--- src/rtl/fu_issue_sched.sv ---
// fu_issue_sched -- per-FU round-robin issue scheduler for a 16-row reservation station.
//
// Each functional unit picks, from the rows that request it and are eligible,
// the first one at or above its own round-robin pointer (wrapping). Decisions
// are registered, so grants appear one cycle after the inputs that caused them.
//
// Ports:
//   clk, rst_n   clock, asynchronous active-low reset
//   flush        synchronous flush: kills next-cycle grants, zeroes pointers and held mask
//   rs_req       per-row "in use and sources ready"
//   rs_fu_sel    2 bits per row: requested FU (3 = invalid, never granted)
//   fu_ready     per-FU accept
//   issue_valid  per-FU grant this cycle
//   issue_idx    4 bits per FU: granted row (holds when no grant)
//   rs_clear     rows freed at the next edge (OR of granted one-hots)
//   issue_count  running grant total
//
// Build option: define FU_ISSUE_CNT_EN to enable the issue_count counter;
// otherwise issue_count is tied to 0.

module fu_issue_sched #(
   parameter int NUM_RS = 16,
   parameter int NUM_FU = 3
) (
   input  logic                              clk,
   input  logic                              rst_n,
   input  logic                              flush,
   input  logic [NUM_RS-1:0]                 rs_req,
   input  logic [2*NUM_RS-1:0]               rs_fu_sel,
   input  logic [NUM_FU-1:0]                 fu_ready,
   output logic [NUM_FU-1:0]                 issue_valid,
   output logic [$clog2(NUM_RS)*NUM_FU-1:0]  issue_idx,
   output logic [NUM_RS-1:0]                 rs_clear,
   output logic [31:0]                       issue_count
);

   localparam int IDX_W = $clog2(NUM_RS);

   logic [NUM_RS-1:0][1:0]         sel;
   logic [NUM_RS-1:0]              elig;
   logic [NUM_RS-1:0]              held_q, held_d;
   logic [NUM_FU-1:0]              gnt_v;
   logic [NUM_FU-1:0][NUM_RS-1:0]  gnt_oh;
   logic [NUM_FU:0][NUM_RS-1:0]    or_chain;

   assign sel = rs_fu_sel;

   for (genvar k = 0; k < NUM_RS; k++) begin : g_row
      assign elig[k] = rs_req[k] & (sel[k] != 2'd3) & ~held_q[k];
   end

   for (genvar f = 0; f < NUM_FU; f++) begin : g_fu
      logic             hit;
      logic [IDX_W-1:0] row, cand;
      logic             vld_q;
      logic [IDX_W-1:0] idx_q, ptr_q;

      // Scan downward in offset so the smallest offset from ptr_q wins.
      // Index arithmetic wraps naturally because NUM_RS is a power of two.
      always_comb begin
         hit  = 1'b0;
         row  = '0;
         cand = '0;
         for (int i = NUM_RS-1; i >= 0; i--) begin
            cand = ptr_q + IDX_W'(i);
            if (fu_ready[f] && elig[cand] && sel[cand] == 2'(f)) begin
               hit = 1'b1;
               row = cand;
            end
         end
      end

      assign gnt_v[f]  = hit & ~flush;
      assign gnt_oh[f] = gnt_v[f] ? (NUM_RS'(1) << row) : '0;

      always_ff @(posedge clk or negedge rst_n) begin
         if (!rst_n) begin
            vld_q <= 1'b0;
            idx_q <= '0;
            ptr_q <= '0;
         end else if (flush) begin
            vld_q <= 1'b0;
            ptr_q <= '0;
         end else begin
            vld_q <= hit;
            if (hit) begin
               idx_q <= row;
               ptr_q <= row + 1'b1;
            end
         end
      end

      assign issue_valid[f]              = vld_q;
      assign issue_idx[IDX_W*f +: IDX_W] = idx_q;
      assign or_chain[f+1]               = or_chain[f] | gnt_oh[f];
   end

   assign or_chain[0] = '0;
   assign held_d      = or_chain[NUM_FU];

   // Rows granted last cycle are exactly the ones the RS is freeing now, so
   // the held mask doubles as rs_clear. Flush leaves held_d at zero.
   always_ff @(posedge clk or negedge rst_n) begin
      if (!rst_n) held_q <= '0;
      else        held_q <= held_d;
   end

   assign rs_clear = held_q;

`ifdef FU_ISSUE_CNT_EN
   logic [31:0] cnt_q, cnt_d;

   // Counts grants at the decision edge so the total already includes the
   // issue_valid bits visible in the same cycle.
   assign cnt_d = cnt_q + 32'($countones(gnt_v));

   always_ff @(posedge clk or negedge rst_n) begin
      if (!rst_n) cnt_q <= '0;
      else        cnt_q <= cnt_d;
   end

   assign issue_count = cnt_q;
`else
   assign issue_count = '0;
`endif

endmodule

--- config.mk ---
export PLATFORM = sky130hd
export DESIGN_NAME = fu_issue_sched
export DESIGN_NICKNAME = d
export VERILOG_FILES = /design/src/rtl/fu_issue_sched.sv
export SDC_FILE = /design/constraint.sdc
export NUM_CORES = 1
export LEC_CHECK = 0
export CAP_MARGIN = 20
export CORE_MARGIN = 4
export CORE_UTILIZATION = 52
export CTS_BUF_LIST = sky130_fd_sc_hd__clkbuf_4 sky130_fd_sc_hd__clkbuf_8 sky130_fd_sc_hd__clkbuf_16
export DETAILED_ROUTE_END_ITERATION = 16
export MAX_ROUTING_LAYER = met4
export PLACE_DENSITY = 0.74
export SLEW_MARGIN = 5
export SYNTH_ARGS = -nofsm -noshare
export SYNTH_HDL_FRONTEND = slang
export SYNTH_SLANG_ARGS = --single-unit
--- constraint.sdc ---
create_clock -name clk -period 11.45 [get_ports clk]
set_input_delay 2.29 -clock clk [delete_from_list [all_inputs] [get_ports clk]]
set_output_delay 2.29 -clock clk [all_outputs]
set_load 0.005 [all_outputs]
; After elaboration in Yosys (flattened, before gate mapping)
; Cells that the tools add are included.
; Widths: inputs -> output; s select.
[word_totals]
register_bits = 43
in_bits = 54
out_inout_bits = 63
word_cells = 629
[op_classes]
reduce_logical = 118
shift = 3
magnitude_cmp = 48
bitwise = 54
n_addsub = 48
eq_ne = 48
n_mux = 300
[op_table]
columns = cell, count
row1 = $bmux 2 s4, 48
row2 = $lt 4x5->1 const B, 48
row3 = $mux 4, 54
row4 = $bmux 1 s4, 48
row5 = $mux 1, 99
row6 = $add 4x4->4 const B, 24
row7 = $logic_and 1x1->1, 96
row8 = $mux 2, 48
row9 = $add 4x3->4 const B, 12
row10 = $mux 16, 3
row11 = $shl 1x4->16 const A, 3
row12 = $and 1x1->1, 35
row13 = $eq 2x1->1 const B, 16
row14 = $eq 2x2->1 const B, 16
row15 = $logic_not 2->1, 16
row16 = $ne 2x2->1 const B, 16
row17 = $or 16x16->16, 2
row18 = $add 4x1->4 const B, 6
row19 = $add 4x2->4 const B, 6
row20 = $not 1->1, 17
row21 = $reduce_and 2->1, 3
row22 = $reduce_bool 2->1, 3

; Logic depth before layout (Yosys ltp)
; Gate-level depths: netlist of the first run.
[logic_depth]
word_depth = 27
depth_mapped = 20

; Worst setup path after synthesis of the first run
; No wires, ideal clock.
[synth_timing]
path_type = in2reg
startpoint = input rs_fu_sel[4]
endpoint = register held_q[11] (netlist: rs_clear[11])
n_path_buf = 0
setup_time_ps = 126
required_time_ps = 11324
arrival_ps = 5612
slack_ps = 5712
cell_stages = 13
cell_sequence = nor4b_1 mux4_2 o22a_1 and3_1 o21ai_1 nor4b_1 a31o_2 o32a_1 a41oi_1 inv_1 ha_1 ha_1 a221o_1
[synth_via]
elab_chain_len = 27
word_cells_on_any_way = 446
classes_between = 33 x eq/ne / 3 x shift / 291 x mux / 7 x bitwise / 112 x reduce/logical
[synth_rtl]
columns = element, line_no
row1 = start: declaration, 29  ; input logic [2*NUM_RS-1:0] rs_fu_sel,
row2 = $ne 2x2->1, 49  ; assign elig[k] = rs_req[k] & (sel[k] != 2'd3) & ~held_q[k];
row3 = $and 1x1->1 (2 in series), 49
row4 = $bmux 1 s4, 66  ; if (fu_ready[f] && elig[cand] && sel[cand] == 2'(f)) begin
row5 = $mux 1 (not written as such), 66
row6 = $logic_and 1x1->1 (2 in series), 66
row7 = $mux 4 (15 in series), 66
row8 = $mux 4 *, 66
row9 = net g_fu[0].row[1], 54  ; logic [IDX_W-1:0] row, cand;
row10 = $shl 1x4->16 *, 74  ; assign gnt_oh[f] = gnt_v[f] ? (NUM_RS'(1) << row) : '0;
row11 = $mux 16 *, 74
row12 = $or 16x16->16 * (2 in series), 95  ; assign or_chain[f+1] = or_chain[f] | gnt_oh[f];
row13 = net held_d[11], 41  ; logic [NUM_RS-1:0] held_q, held_d;
row14 = end signal: assignment, 105  ; else held_q <= held_d;
row15 = end: declaration, 41
; Mark *: on every way through the listed nets, which the timed path passes. The rest lies on a longest branch. The select of a mux whose other input is x is not followed.
; A chain may end at the register's enable or synchronous reset.

; Final worst setup path of the first run
[layout_timing]
startpoint = input rs_fu_sel[0]
endpoint = register held_q[3] (netlist: rs_clear[3])
; Same word-level chain as after synthesis.

==> impl_results.md, run 1 <==
* Worst-path cell chain: clkdlybuf4s50_1 > nor4b_1 > mux4_2 > o22a_1 > and3_1 > o21ai_1 > nor4b_1 > a31o_2 > o32a_1 > a41oi_1 > inv_1 > ha_1 > ha_1 > a32oi_1 > nand2_1
* Pwr/cell area at 317.5 nW/um2
* EDFF count, synth at 0
* Cells after synthesis at 1,434
* Initial antenna violation count at 1
* Routability cong. at 1.071
* Yosys warnings at 0
* Final min period at 7169 ps
* Vias in the first global route at 11.91k
* Static Leakage at 4.585 nW
* FF-to-FF End: rs_clear[3]
* Drt first-iter violations at 1,678
* Unique masters post-synth at 109
* Worst vdd ir at 0.2184 mV
* Port bufs at 84
* Initial Util at 52.72%
* Die area at 23,710 um2
* Setup CP Type: input pin to flop
* Final-report setup violation count at 0
* Data arrival, critical path at 7340 ps
* Cts bufs inserted at 5
* GRT Overall Usage at 39.08%
* RSZ-0062 raised after global routing: no
* CP Launch Point: rs_fu_sel[0]
* Register area share after synthesis at 9.709%
* Post-Syn Area at 11,080 um2
* Drt drc at 0
* Row count at 53
* Final nets at 1,556
* IO Pins at 117
* Worst endpoint required time at 11,620 ps
* Status: completed
* Slowest stage delay, CP at 1040 ps
* Crit path max fanout at 9
* Measured slew at the worst slew-check pin at 1202 ps
* R2r startpoint: g_fu[0].ptr_q[1]
* Clk buf depth at 2
* First-pass GRT wire length at 71,240 um
* Design Power at 0.003823 W
* Period utilisation layout at 62.61%
* Skew-Pair Late Insertion Delay at 290 ps
* Clk pin slew, worst setup/hold paths at 60 ps
* Setup TNS at 0 ps
* Achievable clock frequency at 0.1395 GHz
* Min-Delay Path Class: flop to flop
* R2R depth at 17
* Sink Count at 43
* Syn-to-layout area delta at 8.636%
* Worst slack, placed at 4214 ps
* Die width at 154.0 um
* Mean Syn Cell Area at 7.729 um2
* Die Y-Extent at 154.0 um
* Rel. slew slack at 18.76%
* Largest net degree at the start of global routing at 48
* WHS at 494.8 ps
* Vias/cell at 7.497
* TritonCTS clock tree: done
* Grt total ovfl at 0
* Flop-to-flop setup slack at 5330 ps
* Final Hold Vio Count at 0
* Max Slew Vio Count at 0
* HPWL Detailed at 37,460 um
* Final Util at 57.28%
* Post-route worst setup slack at 4281 ps
* CP endpoint: rs_clear[3]
* Post-cts resize count at 0
* Main flop type after synthesis: dfrtp_1
* Initial DRT Pass Iterations at 6
* Vias post-DR at 13.05k
* Core area at 21,020 um2
* Slowest stage cell on the critical path: nor4b_1
* Root buf cell: clkbuf_16
* Final Skew at 5.126 ps
* Synth Register Bits at 43
* Routed WL per cell at 27.32 um
* Crit path launch type: input pin
* Layout cells sized above 1 at 10.10%
* CTS H-tree depth at 2
* CTS Hold Buffers Added at 0
* Final ANT Viol Nets at 0
* Routed WL at 47,570 um
* Setup bufs post-CTS at 0
* Ys async rst share at 100.0%
* Setup crit end kind: flop
* Max_cap viols at 0
-- worst min-delay path by stage --
stage / from / to / slack, ps / depth (start not counted)
5_1_grt: g_fu[0].idx_q[0] / g_fu[0].idx_q[0] / 540 / 1
4_1_cts: g_fu[2].idx_q[0] / g_fu[2].idx_q[0] / 500 / 2
2_1_floorplan: g_fu[1].idx_q[0] / g_fu[1].idx_q[0] / 470 / 2
6_report: g_fu[2].idx_q[0] / g_fu[2].idx_q[0] / 490 / 2
3_3_place_gp: g_fu[2].idx_q[0] / g_fu[2].idx_q[0] / 470 / 2
3_5_place_dp: g_fu[1].idx_q[3] / g_fu[1].idx_q[3] / 480 / 2
-- Yosys cell counts (all sizes together) (15+ instances only) --
cell | n | share of area, %
mux4 | 38 | 7.7
o22ai | 25 | 1.4
inv | 41 | 1.4
clkbuf | 40 | 1.4
a21oi | 85 | 3.9
dfrtp | 43 | 9.7
nand2b | 35 | 2.0
a21o | 19 | 1.3
ha | 38 | 4.3
nor4bb | 25 | 2.3
and3 | 19 | 1.1
nor2b | 30 | 1.8
buf | 70 | 4.3
nor2 | 95 | 3.3
nand3 | 52 | 2.3
o211ai | 26 | 1.8
nand2 | 108 | 3.7
o2111ai | 15 | 1.2
a31oi | 23 | 1.5
or2 | 15 | 0.85
nor3 | 40 | 1.8
a22o | 15 | 1.2
a211oi | 35 | 2.8
nor3b | 16 | 1.1
a22oi | 24 | 1.7
mux2i | 34 | 3.1
xnor2 | 31 | 2.5
nor4b | 25 | 2.0
o21ai | 73 | 3.3
and2 | 27 | 1.5
-- sequential cells by signal, summed over array words and instances (netlist names) --
register / count
rs_clear: 16
g_fu.ptr_q: 12
g_fu.vld_q: 3
g_fu.idx_q: 12
-- placed cells by master, fill, tap and decap left out, types with 15 or more instances in the layout --
cell	synthesis	final
ha_1	38	38
a22o_1	15	15
dfrtp_1	43	43
mux4_2	38	38
and3_1	19	19
nor3_1	40	40
nor2_1	93	93
buf_4	38	16
nor2b_1	29	29
conb_1	1	32
a21oi_1	84	84
xnor2_1	30	30
nor4b_1	25	24
o2111ai_1	15	15
a211oi_1	28	28
mux2i_1	34	34
nand2b_1	34	34
a21o_1	19	19
o21ai_0	61	61
a22oi_1	23	23
nor3b_1	16	16
clkdlybuf4s50_1	0	83
and2_1	26	26
nand2_1	108	108
o211ai_1	26	26
nor4bb_1	24	24
inv_1	34	34
a31oi_1	21	21
o22ai_1	25	25
nand3_1	52	52
-- stage by stage --
step / std cells / instance area (um2)
detailed placement: 1732 / 11890
CTS: 1740 / 12040
finish: 1741 / 12040
floorplan: 1465 / 11200
global route: 1741 / 12040
global placement: 1730 / 11880
-- per-layer routing --
layer	vias up	share of wire, %	track usage (%)
li1	5680	-	-
met1	6214	40	52.71
met2	987	42	56.32
met3	171	14	9.935
met4	0	4.9	14.80
met5	-	0	-
-- worst max-delay path: cells and delay by family --
family | cells | cell delay (ps)
AO/OA/AOI/OAI | 6 | 1820
AND/OR/NAND/NOR | 4 | 1600
buffers and inverters | 2 | 700
adder cells (fa/ha/maj) | 2 | 480
multiplexers | 1 | 440
-- where the power goes --
part | switching [W] | internal [W] | total, W
clock network | 0.0000578 | 0.0000854 | 0.000143
logic | 0.00218 | 0.00123 | 0.00341
registers | 0.0000594 | 0.000215 | 0.000274
-- cell type report --
| cell class | count | area (um2) |
|---|---|---|
| multi-input combinational | 1266 | 9331 |
| fill | 2038 | 8981 |
| sequential | 43 | 1076 |
| timing repair buffer | 102 | 965.9 |
| tap | 275 | 344.1 |
| inverter | 46 | 175.2 |
| clock buffer | 7 | 140.1 |
| clock inverter | 1 | 5.005 |
| antenna | 1 | 2.502 |
-- cell families (layout without fill, tap and decap cells) --
family	after synthesis	after routing	synth area share, %
other	1	33	0.03384
xor gates and xnor gates	40	40	3.229
and+or+nand+nor	556	556	28.90
DFF	43	43	9.709
adders and majority gates	38	38	4.290
muxes	85	85	12.11
AOI/OAI and AO/OA	515	515	34.52
buffers and inverters	156	156	7.202
Power figures use the tool's default switching activity.
==> run 2: changes to the inputs <==
==> constraint.sdc (replaced) <==
create_clock -name clk -period 7.3 [get_ports clk]
set_input_delay 1.46 -clock clk [delete_from_list [all_inputs] [get_ports clk]]
set_output_delay 1.46 -clock clk [all_outputs]
set_load 0.005 [all_outputs]
==> run 2 against run 1 <==
Compared with the run above: largest cell class unchanged; routed wire length decreased by 3.7%; setup slack got worse by 3100 ps; power grew 57%; critical path depth is the same; sequential share of layout area down 0.055 points; global-route usage shrank 1.4 points; cell count is 0.63% higher.
==> impl_results.md, run 2 (synthesis results as in run 1) <==
* Status: completed
* Period utilisation layout at 83.47%
* Die Y-Extent at 154.0 um (unchanged)
* Layout cells sized above 1 at 10.58% (+0.48 points)
* Core area at 21,020 um2 (unchanged)
* Root buf cell: clkbuf_16
* Setup bufs post-CTS at 0 (unchanged)
* Drt drc at 0 (unchanged)
* TritonCTS clock tree: done
* CP top delay family: compound AO/OA/AOI/OAI gates
* Grt total ovfl at 0 (unchanged)
* Internal power at 0.002441 W (+60%)
* IO Pins at 117 (unchanged)
* RSZ-0062 raised after global routing: no
* Row count at 53 (unchanged)
* First-pass GRT wire length at 69,230 um (-2.8%)
* Vias post-DR at 12.82k (-1.8%)
* Setup crit end kind: flop
* Pwr/cell area at 495.9 nW/um2 (+56%)
* Gate power share at 88.9% (-0.2 points)
* Net Sw Frac at 59.37% (-0.68 points)
* Largest net degree at the start of global routing at 49 (+2.1%)
* Crit path max fanout at 7 (-2)
* Final Hold Vio Count at 0 (unchanged)
* Routed WL at 45,800 um (-3.7%)
* Sink Count at 43 (unchanged)
* Clock power share at 3.7% (about the same)
* Slowest stage delay, CP at 780 ps (-260 ps)
* Largest register FFs at 16 (unchanged)
* Clk buf depth at 2 (unchanged)
* Final ANT Viol Nets at 0 (unchanged)
* Final nets at 1,566 (+0.64%)
* Flop pwr share at 7.4% (+0.2 points)
* Vias/cell at 7.318 (-2.4%)
* Worst-path cell chain: clkdlybuf4s50_1 > nor4bb_1 > a22oi_1 > a2111oi_0 > o21bai_1 > a22oi_1 > nor3_1 > o22ai_1 > and3_1 > a211oi_1 > inv_1 > ha_1 > nand2_1 > nor3b_1 > a221o_1
* Final Skew at 4.388 ps (-0.7379 ps)
* Port bufs at 84 (unchanged)
* Most frequent cells in the layout: nand2_1 (108), nor2_1 (93), a21oi_1 (84), clkdlybuf4s50_1 (83), o21ai_0 (61)
* Worst vdd ir at 0.4206 mV (+93%)
* CTS H-tree depth at 2 (unchanged)
* Initial Util at 52.72% (unchanged)
* Vias in the first global route at 11.55k (-3.0%)
* Post-cts resize count at 0 (unchanged)
* Final-report setup violation count at 0 (unchanged)
* Routed WL per cell at 26.14 um (-4.3%)
* WP buf/inv at 2 (unchanged)
* Max_cap viols at 0 (unchanged)
* Max Slew Vio Count at 0 (unchanged)
* Switching power at 0.003567 W (+55%)
* Slowest stage cell on the critical path: nor4bb_1
* Static Leakage at 4.628 nW (+0.93%)
* Drt first-iter violations at 1,774 (+5.7%)
* Data arrival, critical path at 6250 ps (-1090 ps)
* Clk pin slew, worst setup/hold paths at 60 ps (about the same)
* Routability cong. at 1.052 (-1.8%)
* Setup TNS at 0 ps (unchanged)
* Min-Delay Path Class: flop to flop
* Commonest non-fill, non-tap cell in the layout: nand2_1
* Achievable clock frequency at 0.1641 GHz
* Initial DRT Pass Iterations at 6 (unchanged)
* Worst path most repeated cell: a22oi_1
* CTS Hold Buffers Added at 0 (unchanged)
* Worst endpoint required time at 7460 ps (-4160 ps)
* Crit path launch type: input pin
* GRT Overall Usage at 37.68% (-1.4 points)
* Syn-to-layout area delta at 9.314%
* Skew-Pair Late Insertion Delay at 280 ps (about the same)
* Cts bufs inserted at 5 (unchanged)
* Final min period at 6093 ps
* Die width at 154.0 um (unchanged)
* Rel. slew slack at 27.34% (+8.6 points)
* Initial antenna violation count at 3 (+2)
* Setup CP Type: input pin to flop
* Placed cell area at 11,960 um2 (+0.60%)
* Measured slew at the worst slew-check pin at 1075 ps (-127.5 ps)
* Final non-filler cell area at 12,120 um2 (+0.62%)
* HPWL Detailed at 36,120 um (-3.6%)
* Die area at 23,710 um2 (unchanged)
[run 2: changes by cell type in the layout (fill, tap and decap cells not counted)]
cell,previous run,this run
buf_2,3,2
buf_4,16,27
clkbuf_4,2,0
clkbuf_8,0,1
diode_2,1,3
nor4b_1,24,25
nor4b_2,1,0
[run 2: area by class of cell]
class / instances / area [um2]
multi-input combinational: 1266 / 9325
fill: 1948 / 8906
sequential: 43 / 1076
timing repair buffer: 112 / 1044
tap: 275 / 344.1
inverter: 46 / 175.2
clock buffer: 6 / 138.9
antenna: 3 / 7.507
clock inverter: 1 / 5.005
[run 2: metrics by stage]
| step | worst slack, ps | utilization (%) | total power [W] | hold slack (ps) | std cells |
|---|---|---|---|---|---|
| detailed placement | 1087 | 56.91 | 0.005570 | 473.7 | 1742 |
| finish | 1207 | 57.63 | 0.006008 | 497.0 | 1752 |
| global placement | 1041 | 56.89 | 0.005547 | 472.7 | 1741 |
| global route | 982.6 | 57.63 | 0.006407 | 525.5 | 1752 |
| floorplan | 2392 | - | 0.004145 | 473.3 | 1465 |
| CTS | 1349 | 57.60 | 0.005842 | 495.2 | 1749 |
[run 2: final timing paths]
check / start / endpoint / slack (ps) / cells past startpoint
hold / removal: g_fu[1].idx_q[0] / g_fu[1].idx_q[0] / 500 / 2
hold reg to reg: g_fu[1].idx_q[0] / g_fu[1].idx_q[0] / 500 / 2
setup / recovery: rs_fu_sel[12] / rs_clear[0] / 1210 / 15
setup reg to reg: g_fu[0].ptr_q[0] / rs_clear[11] / 1570 / 16
min in group asynchronous: rst_n / g_fu[2].vld_q / 1310 / 1
max in group asynchronous: rst_n / g_fu[1].ptr_q[3] / 5390 / 1
[run 2: power groups by stage]
stage | Combinational (W) | Sequential [W] | Clock, W
after global routing | 0.00571 | 0.000457 | 0.000236
final | 0.00534 | 0.000446 | 0.000220
after global placement | 0.00510 | 0.000443 | 0
after CTS | 0.00518 | 0.000441 | 0.000223
after floorplan | 0.00375 | 0.000395 | 0
after detailed placement | 0.00513 | 0.000443 | 0
[run 2: worst register-to-register path, delay by kind of cell, from the launching register on]
kind | cells | cell delay, ps
AO/OA/AOI/OAI | 3 | 990
XOR/XNOR | 1 | 680
adder cells (fa/ha/maj) | 3 | 810
buffers and inverters | 3 | 910
flip-flops | 1 | 370
multiplexers | 2 | 850
AND/OR/NAND/NOR | 4 | 1020
[run 2: per-layer routing]
layer  track usage [%]  vias to the layer above  wire (um)
met5                 -                        -          0
met4             12.03                        0       1670
met3             8.472                      128       6110
met2             54.06                      978      19160
met1             52.60                     6016      18850
li1                  -                     5699          -
==> run 3: changes to the inputs <==
==> constraint.sdc (replaced) <==
create_clock -name clk -period 6.3 [get_ports clk]
set_input_delay 1.26 -clock clk [delete_from_list [all_inputs] [get_ports clk]]
set_output_delay 1.26 -clock clk [all_outputs]
set_load 0.005 [all_outputs]
==> run 3 against run 2 <==
Compared with the run above: critical path depth down 2; die area unchanged; setup slack worse by 770 ps.
==> impl_results.md, run 3 (synthesis results as in run 1) <==
* Fillcell total at 1,967 (+0.98%)
* Hold_sp: g_fu[1].idx_q[2]
* Routed WL at 47,800 um (+4.4%)
* Routability cong. at 1.016 (-3.4%)
* Final Hold Vio Count at 0 (unchanged)
* IO Pins at 117 (unchanged)
* Largest register FFs at 16 (unchanged)
* GRT Overall Usage at 38.98% (+1.3 points)
* Die width at 154.0 um (unchanged)
* Vias post-DR at 13.16k (+2.7%)
* Drt first-iter violations at 1,739 (-2.0%)
* Rel. slew slack at 30.90% (+3.6 points)
* Setup bufs post-CTS at 0 (unchanged)
* Row count at 53 (unchanged)
* Max Slew Vio Count at 0 (unchanged)
* Measured slew at the worst slew-check pin at 1036 ps (-38.29 ps)
* Syn-to-layout area delta at 12.19%
* Sink Count at 43 (unchanged)
* Gr busiest metal: met2
* FF-to-FF End: rs_clear[8]
* Post-cts resize count at 0 (unchanged)
* Final ANT Viol Nets at 0 (unchanged)
* Initial Util at 52.72% (unchanged)
* Achievable clock frequency at 0.1705 GHz
* Final Util at 59.15% (+1.5 points)
* Flop-to-flop setup slack at 970 ps (-600 ps)
* Worst hold path stage count at 2 (unchanged)
* Min-Delay Path Class: flop to flop
* Most frequent cells in the layout: nand2_1 (108), nor2_1 (93), a21oi_1 (84), clkdlybuf4s50_1 (83), buf_4 (64)
* Crit path max fanout at 7 (unchanged)
* Port bufs at 84 (unchanged)
* Initial antenna violation count at 2 (-1)
* GR Util met2 at 56.24% (+2.2 points)
* Design Power at 0.007299 W (+21%)
* Routed WL per cell at 26.73 um (+2.3%)
* Pwr/cell area at 587.0 nW/um2 (+18%)
* Commonest non-fill, non-tap cell in the layout: nand2_1
* Final Skew at 4.643 ps (+0.2550 ps)
* Cts bufs inserted at 5 (unchanged)
* Vias in the first global route at 11.90k (+3.0%)
* Setup CP Type: input pin to flop
* Die Y-Extent at 154.0 um (unchanged)
* Data arrival, critical path at 6040 ps (-210 ps)
* Setup crit end kind: flop
* Post-route insts no fill at 1,788 (+2.1%)
* Gate power share at 88.5% (-0.4 points)
* First-pass GRT wire length at 71,460 um (+3.2%)
* Worst endpoint required time at 6480 ps (-980 ps)
* CTS Hold Buffers Added at 0 (unchanged)
* Internal power at 0.003037 W (+24%)
* M1 GR Usage at 54.35% (+1.7 points)
* HPWL Detailed at 37,860 um (+4.8%)
* Grt total ovfl at 0 (unchanged)
* Max_cap viols at 0 (unchanged)
* R2R depth at 13 (-3)
* Largest net degree at the start of global routing at 48 (-2.0%)
* Crit path launch type: input pin
* Vias/cell at 7.361 (+0.59%)
* Static Leakage at 4.830 nW (+4.4%)
* Status: completed
* CTS H-tree depth at 2 (unchanged)
* Final min period at 5864 ps
* Skew-Pair Late Insertion Delay at 280 ps (about the same)
* Drt drc at 0 (unchanged)
* Core area at 21,020 um2 (unchanged)
* Net Sw Frac at 58.40% (-0.97 points)
* Clock power share at 4.6% (+0.9 points)
* Setup TNS at 0 ps (unchanged)
* Die area at 23,710 um2 (unchanged)
* Final nets at 1,602 (+2.3%)
* Flop pwr share at 6.9% (-0.5 points)
* Initial DRT Pass Iterations at 6 (unchanged)
* Grt met3 use at 8.922% (+0.45 points)
* Switching power at 0.004262 W (+20%)
* Layout cells sized above 1 at 12.77% (+2.2 points)
* Hold Path End: g_fu[1].idx_q[2]
* Final-report setup violation count at 0 (unchanged)
* Clk pin slew, worst setup/hold paths at 60 ps (about the same)
* RSZ-0062 raised after global routing: no
* Dpl cells at 1,778 (+2.1%)
* R2r startpoint: g_fu[2].ptr_q[0]
* Worst vdd ir at 0.5103 mV (+21%)
* Root buf cell: clkbuf_16
* Clk buf depth at 2 (unchanged)
* TritonCTS clock tree: done
* Period utilisation layout at 93.09%
[run 3: final cells by class]
type	count	area, um2	share of cell area, %
sequential	43	1076	8.654
timing repair buffer	148	1316	10.59
clock inverter	2	60.06	0.4830
tap	275	344.1	2.767
antenna	2	5.005	0.04025
inverter	46	175.2	1.409
clock buffer	6	132.6	1.067
multi-input combinational	1266	9325	75.00
[run 3: power by group through the flow]
stage	logic, W	clock network (W)	registers (W)
2_1_floorplan	0.00435	0	0.000457
3_3_place_gp	0.00618	0	0.000495
3_5_place_dp	0.00618	0	0.000496
4_1_cts	0.00624	0.000339	0.000493
5_1_grt	0.00687	0.000349	0.000506
6_report	0.00646	0.000335	0.000501
[run 3: per-layer routing]
layer  wire length (um)  vias up
met5                  0        -
met3               6498      127
li1                   -     5767
met1              19470     6233
met2              19940     1035
met4               1889        0
[run 3: metrics by stage]
step | area, um2 | setup slack, ps | hold WS, ps
CTS | 12430 | 645.2 | 498.0
floorplan | 11200 | 1396 | 473.3
global route | 12430 | 254.3 | 515.3
detailed placement | 12240 | 348.8 | 482.1
finish | 12430 | 435.6 | 490.0
global placement | 12240 | 384.8 | 476.4
[run 3: worst max path at each step]
| stage | start | to | cells past startpoint |
|---|---|---|---|
| after floorplan | g_fu[0].ptr_q[1] | rs_clear[11] | 18 |
| after global placement | rs_fu_sel[16] | rs_clear[10] | 12 |
| after detailed placement | rs_fu_sel[1] | g_fu[2].ptr_q[3] | 13 |
| after CTS | rs_fu_sel[1] | g_fu[2].ptr_q[3] | 13 |
| after global routing | rs_fu_sel[1] | g_fu[2].ptr_q[3] | 13 |
| final | rs_fu_sel[1] | g_fu[2].ptr_q[3] | 13 |
[run 3: critical path: stages]
cell	delay (ps)
clkdlybuf4s50_1	640
nor4bb_1	760
a22oi_1	350
a2111oi_1	510
a311oi_2	160
nor3_1	470
a31oi_1	70
a2111oi_0	320
a211oi_1	100
a31oi_2	480
inv_2	130
or4_1	530
a311oi_1	270
